$ cat src/rtl/seq_pkg.sv
// Shared opcodes, state/class encodings, ALU operation constants and decode bundle
// for the ALU instruction sequencer.
package seq_pkg;

  localparam int unsigned XLEN   = 16;
  localparam int unsigned OPW    = 7;
  localparam int unsigned PARW   = 4;
  localparam int unsigned IDXW   = 3;
  localparam int unsigned STATW  = 6;

  localparam logic [3:0] OP_NOP  = 4'h0;
  localparam logic [3:0] OP_ADD  = 4'h1;
  localparam logic [3:0] OP_MUL  = 4'h2;
  localparam logic [3:0] OP_LOG  = 4'h3;
  localparam logic [3:0] OP_SHL  = 4'h4;
  localparam logic [3:0] OP_SHR  = 4'h5;
  localparam logic [3:0] OP_CMP  = 4'h6;
  localparam logic [3:0] OP_LDI  = 4'h7;
  localparam logic [3:0] OP_LD   = 4'h8;
  localparam logic [3:0] OP_ST   = 4'h9;
  localparam logic [3:0] OP_ADDI = 4'hA;
  localparam logic [3:0] OP_BR   = 4'hC;
  localparam logic [3:0] OP_HALT = 4'hF;

  localparam logic [OPW-1:0] ALU_LOAD = 7'h40;
  localparam logic [OPW-1:0] ALU_ADD  = 7'h41;
  localparam logic [OPW-1:0] ALU_MUL  = 7'h42;
  localparam logic [OPW-1:0] ALU_LOG  = 7'h44;
  localparam logic [OPW-1:0] ALU_SHL  = 7'h48;
  localparam logic [OPW-1:0] ALU_SHR  = 7'h50;
  localparam logic [OPW-1:0] ALU_CMP  = 7'h60;

  localparam logic [2:0] CC_Z      = 3'd0;
  localparam logic [2:0] CC_C      = 3'd1;
  localparam logic [2:0] CC_N      = 3'd2;
  localparam logic [2:0] CC_EQ     = 3'd3;
  localparam logic [2:0] CC_GT     = 3'd4;
  localparam logic [2:0] CC_LT     = 3'd5;
  localparam logic [2:0] CC_ALWAYS = 3'd6;
  localparam logic [2:0] CC_NEVER  = 3'd7;

  typedef enum logic [2:0] {
    S_FETCH, S_DECODE, S_IMM, S_MEM_RD, S_EXEC, S_WB, S_MEM_WR, S_HALT
  } state_t;

  typedef enum logic [2:0] {
    CL_NOP, CL_REG, CL_LDI, CL_LD, CL_ST, CL_ADDI, CL_BR, CL_HALT
  } iclass_t;

  typedef struct packed {
    iclass_t             cls;
    logic [OPW-1:0]      operation;
    logic [PARW-1:0]     params;
    logic                two_word;
    logic                illegal;
  } dec_t;

  // Branch condition: status bit select, always/never, optional inversion.
  function automatic logic br_taken(input logic [2:0] cond, input logic inv,
                                    input logic [STATW-1:0] status);
    logic c;
    case (cond)
      CC_ALWAYS: c = 1'b1;
      CC_NEVER:  c = 1'b0;
      default:   c = status[cond];
    endcase
    return c ^ inv;
  endfunction

endpackage

$ cat src/rtl/seq_decode.sv
// Combinational instruction decode: IR -> class, ALU operation, params, word count, illegal.
module seq_decode
  import seq_pkg::*;
(
  input  logic [XLEN-1:0] ir,
  output dec_t            dec
);

  always_comb begin
    dec.cls       = CL_NOP;
    dec.operation = '0;
    dec.params    = {1'b0, ir[2:0]};
    dec.two_word  = 1'b0;
    dec.illegal   = 1'b0;
    case (ir[15:12])
      OP_NOP:  dec.cls = CL_NOP;
      OP_ADD:  begin dec.cls = CL_REG; dec.operation = ALU_ADD; end
      OP_MUL:  begin dec.cls = CL_REG; dec.operation = ALU_MUL; end
      OP_LOG:  begin dec.cls = CL_REG; dec.operation = ALU_LOG; end
      OP_SHL:  begin dec.cls = CL_REG; dec.operation = ALU_SHL; dec.params = ir[3:0]; end
      OP_SHR:  begin dec.cls = CL_REG; dec.operation = ALU_SHR; dec.params = ir[3:0]; end
      OP_CMP:  begin dec.cls = CL_REG; dec.operation = ALU_CMP; end
      OP_LDI:  begin dec.cls = CL_LDI; dec.operation = ALU_LOAD; dec.two_word = 1'b1; end
      OP_LD:   begin dec.cls = CL_LD;  dec.operation = ALU_LOAD; end
      OP_ST:   begin dec.cls = CL_ST;  dec.two_word = 1'b1; end
      OP_ADDI: begin dec.cls = CL_ADDI; dec.operation = ALU_ADD; dec.two_word = 1'b1; end
      OP_BR:   begin dec.cls = CL_BR;  dec.two_word = 1'b1; end
      OP_HALT: dec.cls = CL_HALT;
      default: dec.illegal = 1'b1;
    endcase
  end

endmodule

$ cat src/rtl/alu_sequencer.sv
// Fetch/decode/issue sequencer driving the register-file ALU over a shared memory bus.
module alu_sequencer
  import seq_pkg::*;
#(
  parameter logic [15:0] RESET_VECTOR = 16'h0000
) (
  input  logic              CLK,
  input  logic              RST_N,
  output logic              memReq,
  output logic              memWe,
  output logic [XLEN-1:0]   memAddr,
  output logic [XLEN-1:0]   memWdata,
  input  logic [XLEN-1:0]   memRdata,
  input  logic              memAck,
  output logic [IDXW-1:0]   aluOperandIndex1,
  output logic [IDXW-1:0]   aluOperandIndex2,
  output logic [IDXW-1:0]   aluResultsIndex,
  output logic [OPW-1:0]    aluOperation,
  output logic [PARW-1:0]   aluParams,
  output logic              aluReadBus,
  output logic [XLEN-1:0]   aluDin,
  input  logic [XLEN-1:0]   aluDout,
  input  logic [STATW-1:0]  aluStatus,
  output logic [XLEN-1:0]   pc,
  output logic              halted,
  output logic              illegal
);

  state_t          state_q, state_d;
  logic [XLEN-1:0] pc_q, ir_q, imm_q, data_q;
  logic            req_c;
  logic            xfer;
  dec_t            dec;

  seq_decode u_decode (
    .ir  (ir_q),
    .dec (dec)
  );

  assign xfer = memReq && memAck;

  // State register
  always_ff @(posedge CLK or negedge RST_N) begin
    if (!RST_N) state_q <= S_FETCH;
    else        state_q <= state_d;
  end

  // Next-state logic
  always_comb begin
    state_d = state_q;
    case (state_q)
      S_FETCH:  if (xfer) state_d = S_DECODE;
      S_DECODE: begin
        if (dec.two_word)            state_d = S_IMM;
        else if (dec.cls == CL_LD)   state_d = S_MEM_RD;
        else if (dec.cls == CL_HALT) state_d = S_HALT;
        else if (dec.cls == CL_NOP)  state_d = S_FETCH;
        else                         state_d = S_EXEC;
      end
      S_IMM: begin
        if (xfer) begin
          if (dec.cls == CL_BR)      state_d = S_FETCH;
          else if (dec.cls == CL_ST) state_d = S_MEM_WR;
          else                       state_d = S_EXEC;
        end
      end
      S_MEM_RD: if (xfer) state_d = S_WB;
      S_EXEC:   state_d = S_FETCH;
      S_WB:     state_d = S_FETCH;
      S_MEM_WR: if (xfer) state_d = S_FETCH;
      S_HALT:   state_d = S_HALT;
      default:  state_d = S_FETCH;
    endcase
  end

  // Instruction, immediate, load-data and PC registers
  always_ff @(posedge CLK or negedge RST_N) begin
    if (!RST_N) begin
      pc_q   <= RESET_VECTOR;
      ir_q   <= '0;
      imm_q  <= '0;
      data_q <= '0;
    end else if (xfer) begin
      case (state_q)
        S_FETCH: begin
          ir_q <= memRdata;
          pc_q <= pc_q + XLEN'(1);
        end
        S_IMM: begin
          imm_q <= memRdata;
          if (dec.cls == CL_BR && br_taken(ir_q[2:0], ir_q[3], aluStatus))
            pc_q <= memRdata;
          else
            pc_q <= pc_q + XLEN'(1);
        end
        S_MEM_RD: data_q <= memRdata;
        default: ;
      endcase
    end
  end

  // Output logic; the bus request is masked while reset is held so it drops immediately.
  always_comb begin
    req_c        = 1'b0;
    memWe        = 1'b0;
    memAddr      = pc_q;
    memWdata     = '0;
    aluOperation = '0;
    aluReadBus   = 1'b0;
    aluDin       = '0;
    case (state_q)
      S_FETCH, S_IMM: req_c = 1'b1;
      S_MEM_RD: begin
        req_c   = 1'b1;
        memAddr = aluDout;
      end
      S_MEM_WR: begin
        req_c    = 1'b1;
        memWe    = 1'b1;
        memAddr  = imm_q;
        memWdata = aluDout;
      end
      S_EXEC: begin
        aluOperation = dec.operation;
        aluReadBus   = (dec.cls == CL_LDI) || (dec.cls == CL_ADDI);
        aluDin       = imm_q;
      end
      S_WB: begin
        aluOperation = dec.operation;
        aluReadBus   = 1'b1;
        aluDin       = data_q;
      end
      default: ;
    endcase
  end

  assign memReq           = req_c && RST_N;
  assign aluResultsIndex  = ir_q[11:9];
  assign aluOperandIndex1 = ir_q[8:6];
  assign aluOperandIndex2 = ir_q[5:3];
  assign aluParams        = dec.params;
  assign pc               = pc_q;
  assign halted           = (state_q == S_HALT);
  assign illegal          = (state_q == S_DECODE) && dec.illegal;

endmodule

$ cat config.mk
export PLATFORM = sky130hd
export DESIGN_NAME = alu_sequencer
export DESIGN_NICKNAME = d
export VERILOG_FILES = /design/src/rtl/seq_pkg.sv /design/src/rtl/seq_decode.sv /design/src/rtl/alu_sequencer.sv
export SDC_FILE = /design/constraint.sdc
export NUM_CORES = 1
export LEC_CHECK = 0
export CORE_MARGIN = 4
export CORE_UTILIZATION = 42
export CTS_CLUSTER_SIZE = 12
export DETAILED_ROUTE_END_ITERATION = 10
export PLACE_DENSITY_LB_ADDON = 0.25
export SLEW_MARGIN = 25
export SYNTH_ARGS = -nofsm -noshare
export SYNTH_HDL_FRONTEND = slang
export SYNTH_SLANG_ARGS = --single-unit
$ cat constraint.sdc
create_clock -name CLK -period 2.1 [get_ports CLK]
set_clock_uncertainty 0.05 [all_clocks]
set_input_delay 0.21 -clock CLK [delete_from_list [all_inputs] [get_ports CLK]]
set_output_delay 0.21 -clock CLK [all_outputs]
set_load 0.01 [all_outputs]
==> impl_metrics.ini, run 1 <==
[outcome]
outcome = finished with violations
violations = negative setup slack

[cts]
cts_buffer_depth = 2
path_clk_slew_ps = 80
cts_tree = yes
clock_latency_ps = 350
cts-root-buf = clkbuf_8
cts_buffers = 9
cts.sinks = 67
cts_max_level = 3

[detailed_routing]
drt.antenna.violating_nets = 0
drc = 0
viasPerCell = 5.54
wl_per_cell_um = 19.3
wl_mm = 13.6
via_count = 3919
drt-initial-drc-count = 184
dr.pass1.iters = 5

[worst_setup_path]
regToRegSetupSlack_ps = -40
ff2ff_path_depth = 6
cp_cell_sequence = nand2b_4, mux4_2, mux2i_4, buf_12, or4b_1, nand3_1
startpoint_type = register
crit_required_ps = 2340
timing.rr.start = ir_q[1]$_DFFE_PN0P_
endpoint = pc[11]$_DFFE_PN0P_
path_class = register to register
rr_endpoint = pc[11]$_DFFE_PN0P_
critPathTopFamily = multiplexers
startpoint = ir_q[1]$_DFFE_PN0P_
crit_buf_inv = 1
crit_fanout = 10
cp.arrival_ps = 2380
cpMaxStageDelayCell = mux4_2
max_stage_delay_ps = 510
end_kind = register
crit_cells = 6

[place]
place_ws_ps = -309
io_buffer_count = 129
place_hpwl_mm = 9.78
gp_congestion = 0.911

[timing]
setup_viol = 8
worst_slack_ps = -38.9
finalHoldViolCount = 0
drv_slew = 0
period_needed_ps = 2140
rsz0062_at_grt = yes
worstMarginPinSlew_ps = 841
fin_crit_sh_pct = 102
max_slew_margin_pct = 43.9
fmax_mhz = 468

[synthesis]
synth-edff-count = 0
synth_warnings = 0
synth-seq-area-share_pct = 41.4
synth_area_per_cell_um2 = 9.44
synthFlopType = dfrtp_1
synth_cell_types = 46
postSynthCellCount = 429
synth_seq_cells = 67
synth_fp_nets = 471
synth_area_um2 = 4050
ys_async_sr_fraction_pct = 100

[die]
die-area_um2 = 11300
die_y_um = 106
start_util_pct = 43.4
ios = 130
core_area_um2 = 9330
die_width_um = 106
num_rows = 35

[power_and_ir_drop]
irDropWorstVdd_mv = 0.438
power.density_nw_per_um2 = 448
cellLeakagePower_nw = 2.91
power_mw = 2.70
combPwrFrac_pct = 10.5
internal-power_mw = 2.02
seqPwrFrac_pct = 50.0
p_sw_share_pct = 25.4
clockPowerShare_pct = 39.5
p_switching_mw = 0.686

[grt]
antenna_found_initial = 0
grt_max_degree = 65
gr-usage-all-layers_pct = 23.8
grt_pass1_vias = 3866
grt_pass1_wl_mm = 20.9
grt-ovfl-total = 0

[layout]
nets = 617
mostFrequentLayoutCells = clkdlybuf4s50_1 (69), dfrtp_1 (64), nand2_1 (57), mux2_2 (47), dlygate4sd2_1 (39)
synthToLayoutAreaGrowth_pct = 49.0
final_util_pct = 64.7
final_common_cell = clkdlybuf4s50_1
insertedDiodeCount = 0
drive_gt1_share_pct = 28.0

[worst_hold_path]
min_path_type = input pin to asynchronous set/reset pin

[job]
drv_cap = 0
## how the worst min path moves through the flow
stage,start,endpoint,slack (ps),depth (start not counted)
4_1_cts,RST_N,state_q[0]$_DFFE_PN0P_,160,2
6_report,RST_N,state_q[0]$_DFFE_PN0P_,160,2
2_1_floorplan,RST_N,data_q[0]$_DFFE_PN0P_,-140,0
5_1_grt,RST_N,state_q[0]$_DFFE_PN0P_,190,2
3_3_place_gp,RST_N,state_q[1]$_DFFE_PN0P_,4,1
3_5_place_dp,RST_N,state_q[0]$_DFFE_PN0P_,6,1
## metrics by stage
stage                     cell area (um2)  TNS, ps  cells  hold slack [ps]
final                                6040     -158    708              165
after global routing                 6040     -854    708              186
after CTS                            5930     -733    704              164
after detailed placement             5650    -3850    683             5.81
after global placement               5650    -2650    683             4.33
after floorplan                      4060        0    429             -136
## power by group through the flow
stage               clock (mW)  sequential (mW)  combinational [mW]
floorplan                    0             1.37              0.0945
global placement             0             1.37               0.276
detailed placement           0             1.38               0.280
CTS                       1.09             1.35               0.280
global route              1.14             1.36               0.304
finish                    1.07             1.35               0.282
## worst register-to-register path, cell delays in order (launching register included)
cell and delay [ps]:
dfrtp_2 450, nand2b_4 140, mux4_2 510, mux2i_4 230, buf_12 150, or4b_1 440, nand3_1 100
## registers in the layout, indices dropped and copies added, names as in the netlist
register  cells
imm_q        16
data_q       16
ir_q         16
pc           16
state_q       3
## cells in the mapped netlist, types with 3 or more instances
library cell,number,area (um2)
mux2_2,47,529
nor2b_1,3,18.8
o211ai_1,3,22.5
nor4_1,6,37.5
a22oi_1,16,120
nand2b_1,5,31.3
nand2_1,58,218
o21ai_0,5,25.0
buf_2,8,40.0
and2_1,18,113
nor3_1,10,50.1
or4b_1,3,30.0
a2bb2oi_1,8,70.1
a21oi_1,13,65.1
and3_1,5,31.3
o22ai_1,3,18.8
buf_4,14,105
dfrtp_1,67,1680
clkbuf_1,21,78.8
mux2i_1,24,240
nand4_1,5,31.3
inv_1,5,18.8
nand3_1,18,90.1
nor2_1,34,128
## cell type report
class                      instances  area (um2)
sequential                        67        1680
timing repair buffer             180        1700
fill                             811        3290
multi-input combinational        312        2290
tap                              129         161
inverter                           5        18.8
clock buffer                       9         124
clock inverter                     6        66.3
## routing by layer
| layer | share of wire [%] | vias up | GRT usage [%] |
|---|---|---|---|
| met4 | 2.7 | 0 | 7.59 |
| met2 | 50 | 171 | 40.0 |
| met5 | 0 | - | 0 |
| met1 | 40 | 1908 | 30.5 |
| li1 | - | 1813 | - |
| met3 | 7.6 | 27 | 5.46 |
## timing repair
item,in CTS,in global routing
gates cloned,1,0
gates resized for setup,93,46
setup endpoints to repair,74,38
pin swaps,1,2
setup buffers,4,4
hold buffers,1,0
endpoints found under the hold margin,3,0
## cell families (layout without fill, tap and decap cells)
logic type / Yosys count / after routing / share of synthesized area [%]
fa+ha+maj: 3 / 3 / 0.803
simple gates: 176 / 176 / 21.4
mux: 72 / 72 / 19.5
buf+inv: 50 / 200 / 6.18
flops: 67 / 67 / 41.4
xor+xnor: 1 / 1 / 0.216
compound gates: 60 / 60 / 10.5
No activity file was read; power rests on OpenSTA's default activity.
==> inputs of run 2 (changes only) <==
--- a/config.mk
+++ b/config.mk
@@ -10,6 +10,7 @@
 export CTS_CLUSTER_SIZE = 12
 export DETAILED_ROUTE_END_ITERATION = 10
 export PLACE_DENSITY_LB_ADDON = 0.25
+export REMOVE_ABC_BUFFERS = 1
 export SLEW_MARGIN = 25
 export SYNTH_ARGS = -nofsm -noshare
 export SYNTH_HDL_FRONTEND = slang
==> impl_metrics.ini, run 2 (same netlist as run 1, synthesis figures left out) <==
[die]
die_width_um = 106
start_util_pct = 43.4
num_rows = 35
die_y_um = 106
core_area_um2 = 9330
die-area_um2 = 11300
ios = 130

[worst_setup_path]
cpMaxStageDelayCell = mux4_2
max_stage_delay_ps = 550
crit_required_ps = 2270
cp_cell_sequence = nand2b_4, mux4_2, mux2i_4, buf_6, or3_1, o311a_1
critPathTopFamily = multiplexers
crit_buf_inv = 1
cp.arrival_ps = 2350
startpoint_type = register
path_class = register to register
crit_fanout = 6
end_kind = register

[layout]
n_fill_cell = 752
stdcell_area_um2 = 6120
final_common_cell = clkdlybuf4s50_1
mostFrequentLayoutCells = clkdlybuf4s50_1 (68), dfrtp_1 (65), nand2_1 (56), mux2_2 (47), buf_4 (44)
final_util_pct = 65.6
drive_gt1_share_pct = 30.1
nets = 632
synthToLayoutAreaGrowth_pct = 51.1
insertedDiodeCount = 0

[timing]
hold_slack_ps = 184
drv_slew = 0
finalHoldViolCount = 0
setup_viol = 12
fmax_mhz = 459
max_slew_margin_pct = 47.1
setup_tns_ps = -427
worst_slack_ps = -79.7
fin_crit_sh_pct = 104
period_needed_ps = 2180
rsz0062_at_grt = yes
worstMarginPinSlew_ps = 794

[outcome]
outcome = finished with violations
violations = negative setup slack

[detailed_routing]
wl_per_cell_um = 17.4
drt.antenna.violating_nets = 0
wl_mm = 12.6
drc = 0
viasPerCell = 5.39
dr.pass1.iters = 4
drt-initial-drc-count = 231
via_count = 3900

[place]
io_buffer_count = 129
gp_congestion = 0.888
place_ws_ps = -256
placed_area_um2 = 5690
place_hpwl_mm = 8.74

[job]
drv_cap = 0

[grt]
grt-ovfl-total = 0
grt_pass1_vias = 3977
antenna_found_initial = 0
grt_max_degree = 64
grt_pass1_wl_mm = 20.2
gr-usage-all-layers_pct = 22.2

[power_and_ir_drop]
cellLeakagePower_nw = 3.02
irDropWorstVdd_mv = 0.256
power.density_nw_per_um2 = 441

[cts]
path_clk_slew_ps = 70
cts-root-buf = clkbuf_8
clock_latency_ps = 340
cts_buffers = 9
cts.sinks = 67
cts_tree = yes
cts_buffer_depth = 2
cts_max_level = 3

[worst_hold_path]
min_path_type = input pin to asynchronous set/reset pin
[run 2: final timing paths]
path / endpoint / from / slack (ps) / depth (start not counted)
max in group asynchronous: ir_q[1]$_DFFE_PN0P_ / RST_N / 770 / 3
hold / removal: state_q[2]$_DFFE_PN0P_ / RST_N / 180 / 2
setup reg to reg: pc[8]$_DFFE_PN0P_ / ir_q[1]$_DFFE_PN0P_ / -80 / 6
min in group CLK: ir_q[9]$_DFFE_PN0P_ / ir_q[9]$_DFFE_PN0P_ / 460 / 1
setup / recovery: pc[8]$_DFFE_PN0P_ / ir_q[1]$_DFFE_PN0P_ / -80 / 6
hold reg to reg: ir_q[9]$_DFFE_PN0P_ / ir_q[9]$_DFFE_PN0P_ / 460 / 1
[run 2: worst register-to-register path: stages (launching register included)]
cell and delay (ps):
dfrtp_2 450, nand2b_4 150, mux4_2 550, mux2i_4 280, buf_6 160, or3_1 320, o311a_1 120
[run 2: what timing repair did]
| item | in CTS | in global routing |
|---|---|---|
| buffers inserted | 9 | 5 |
| endpoints found under the setup margin | 71 | 52 |
| hold endpoints to repair | 4 | 0 |
| resized for setup | 88 | 64 |
| hold buffers | 1 | 0 |
| pin swaps | 8 | 9 |
| cloned | 2 | 1 |
[run 2: power breakdown]
| part | internal [mW] | leakage [nW] | switching [mW] |
|---|---|---|---|
| Combinational | 0.164 | 2.05 | 0.128 |
| Clock | 0.575 | 0.0991 | 0.484 |
| Sequential | 1.32 | 0.864 | 0.0283 |
[run 2: area by class of cell]
cell class	count	area [um2]	area share [%]
clock buffer	11	141	2.31
timing repair buffer	194	1780	29.0
sequential	67	1680	27.4
tap	129	161	2.64
multi-input combinational	313	2290	37.4
inverter	5	21.3	0.347
clock inverter	5	52.6	0.858
[run 2: through the flow]
| stage | power [mW] | cells |
|---|---|---|
| after floorplan | 1.45 | 384 |
| after global placement | 1.64 | 690 |
| after detailed placement | 1.65 | 690 |
| after CTS | 2.72 | 718 |
| after global routing | 2.81 | 724 |
| final | 2.70 | 724 |
[run 2: layer usage]
metal / GRT usage, % / routed length [um] / vias up
li1: - / - / 1848
met1: 29.7 / 5540 / 1888
met2: 35.7 / 6040 / 146
met3: 4.55 / 763 / 18
met4: 7.59 / 250 / 0
met5: 0 / 0 / -
==> inputs of run 3 (changes only) <==
--- a/config.mk
+++ b/config.mk
@@ -6,7 +6,8 @@
 export NUM_CORES = 1
 export LEC_CHECK = 0
 export CORE_MARGIN = 4
-export CORE_UTILIZATION = 42
+export CORE_UTILIZATION = 47
+export CTS_CLUSTER_DIAMETER = 200
 export CTS_CLUSTER_SIZE = 12
 export DETAILED_ROUTE_END_ITERATION = 10
 export PLACE_DENSITY_LB_ADDON = 0.25
==> constraint.sdc (replaced) <==
create_clock -name CLK -period 2.4 [get_ports CLK]
set_clock_uncertainty 0.05 [all_clocks]
set_input_delay 0.24 -clock CLK [delete_from_list [all_inputs] [get_ports CLK]]
set_output_delay 0.24 -clock CLK [all_outputs]
set_load 0.01 [all_outputs]
==> impl_metrics.ini, run 3 (same netlist as run 1, synthesis figures left out) <==
[detailed_routing]
wl_met2_mm = 6.36
top_layer = met4
viasPerCell = 5.64
dr.pass1.iters = 5
wl_met3_um = 819
drc = 0
via_count = 3832
drt.antenna.violating_nets = 0
drt-initial-drc-count = 173
drt-met1-wl_mm = 5.08
wl_mm = 12.5
wl_per_cell_um = 18.4

[die]
die-area_um2 = 10200
die_width_um = 101
num_rows = 33
core_area_um2 = 8300
start_util_pct = 48.8
die_y_um = 101
ios = 130

[worst_setup_path]
cp_cell_sequence = nand2b_4, nor2_4, nor2_4, buf_6, buf_4, buf_4, nand2_1, nand2_1, clkdlybuf4s15_1
path_class = register to output port
startpoint_type = register
crit_fanout = 8
cp.arrival_ps = 2020
crit_buf_inv = 4
max_stage_delay_ps = 490
crit_required_ps = 2110
end_kind = output port
cpMaxStageDelayCell = dfrtp_2
regToRegSetupSlack_ps = 210
critPathTopFamily = buffers and inverters

[layout]
final_common_cell = clkdlybuf4s50_1
n_fill_cell = 605
insertedDiodeCount = 0
mostFrequentLayoutCells = clkdlybuf4s50_1 (107), dfrtp_1 (64), nand2_1 (57), mux2_2 (47), buf_4 (37)
synthToLayoutAreaGrowth_pct = 46.6
multi_input_area_um2 = 2200
nets = 611
final_util_pct = 71.6
regArea_um2 = 1680
drive_gt1_share_pct = 21.6

[place]
place_ws_ps = -73.1
gp_congestion = 0.892
io_buffer_count = 129
place_hpwl_mm = 9.01

[cts]
cts_max_level = 3
cts-root-buf = clkbuf_8
cts.sinks = 67
cts_buffer_depth = 2
cts_buffers = 9
cts_tree = yes
path_clk_slew_ps = 80
clock_latency_ps = 340

[timing]
max_slew_margin_pct = 47.0
setup_viol = 0
drv_slew = 0
fmax_mhz = 433
finalHoldViolCount = 0
hold_slack_ps = 258
worst_slack_ps = 88.7
rsz0062_at_grt = no
setup_tns_ps = 0
worstMarginPinSlew_ps = 795
fin_crit_sh_pct = 96.3
period_needed_ps = 2310

[grt]
antenna_found_initial = 0
grt_max_degree = 64
grt_pass1_wl_mm = 19.8
grt_pass1_vias = 3871
gr-usage-all-layers_pct = 24.9
grt-ovfl-total = 0

[power_and_ir_drop]
cellLeakagePower_nw = 2.86
power.density_nw_per_um2 = 400
power_mw = 2.38
irDropWorstVdd_mv = 0.521

[worst_hold_path]
min_path_type = input pin to asynchronous set/reset pin

[job]
drv_cap = 0

[outcome]
outcome = completed
==> run 3: layout make-up <==
cell class                 instances  area share (%)
multi-input combinational        312            37.0
sequential                        67            28.3
clock inverter                     6            1.07
clock buffer                      10            2.32
tap                              105            2.21
inverter                           5           0.316
timing repair buffer             174            28.7
==> run 3: metal layers <==
metal	up-vias	track usage, %
met2	148	42.2
met3	23	6.02
met4	0	9.02
met5	-	0
li1	1799	-
met1	1862	30.8
==> run 3: report_power, final <==
group	internal, mW	switching (mW)	leakage, nW
Sequential	1.15	0.0301	0.864
Combinational	0.132	0.0984	1.90
Clock	0.508	0.452	0.0987
Total	1.79	0.581	2.86
==> run 3: what timing repair did <==
action	in CTS	in global routing
pin swaps	0	1
hold buffers	1	0
buffers inserted	5	7
gates resized for setup	20	25
gates cloned	1	0
endpoints found under the hold margin	4	0
setup endpoints to repair	41	36
==> run 3: final timing paths <==
kind / startpoint / endpoint / cells after the start
setup reg to reg: state_q[2]$_DFFE_PN0P_ / pc[10]$_DFFE_PN0P_ / 8
hold reg to reg: data_q[3]$_DFFE_PN0P_ / data_q[3]$_DFFE_PN0P_ / 1
min in group CLK: data_q[3]$_DFFE_PN0P_ / data_q[3]$_DFFE_PN0P_ / 1
hold / removal: RST_N / ir_q[3]$_DFFE_PN0P_ / 2
setup / recovery: state_q[2]$_DFFE_PN0P_ / memAddr[14] / 9
max in group asynchronous: RST_N / ir_q[12]$_DFFE_PN0P_ / 3
==> run 3: through the flow <==
stage | std cells | area, um2
final | 679 | 5940
after global routing | 679 | 5940
after CTS | 672 | 5800
after detailed placement | 649 | 5510
after global placement | 649 | 5510
after floorplan | 384 | 3820
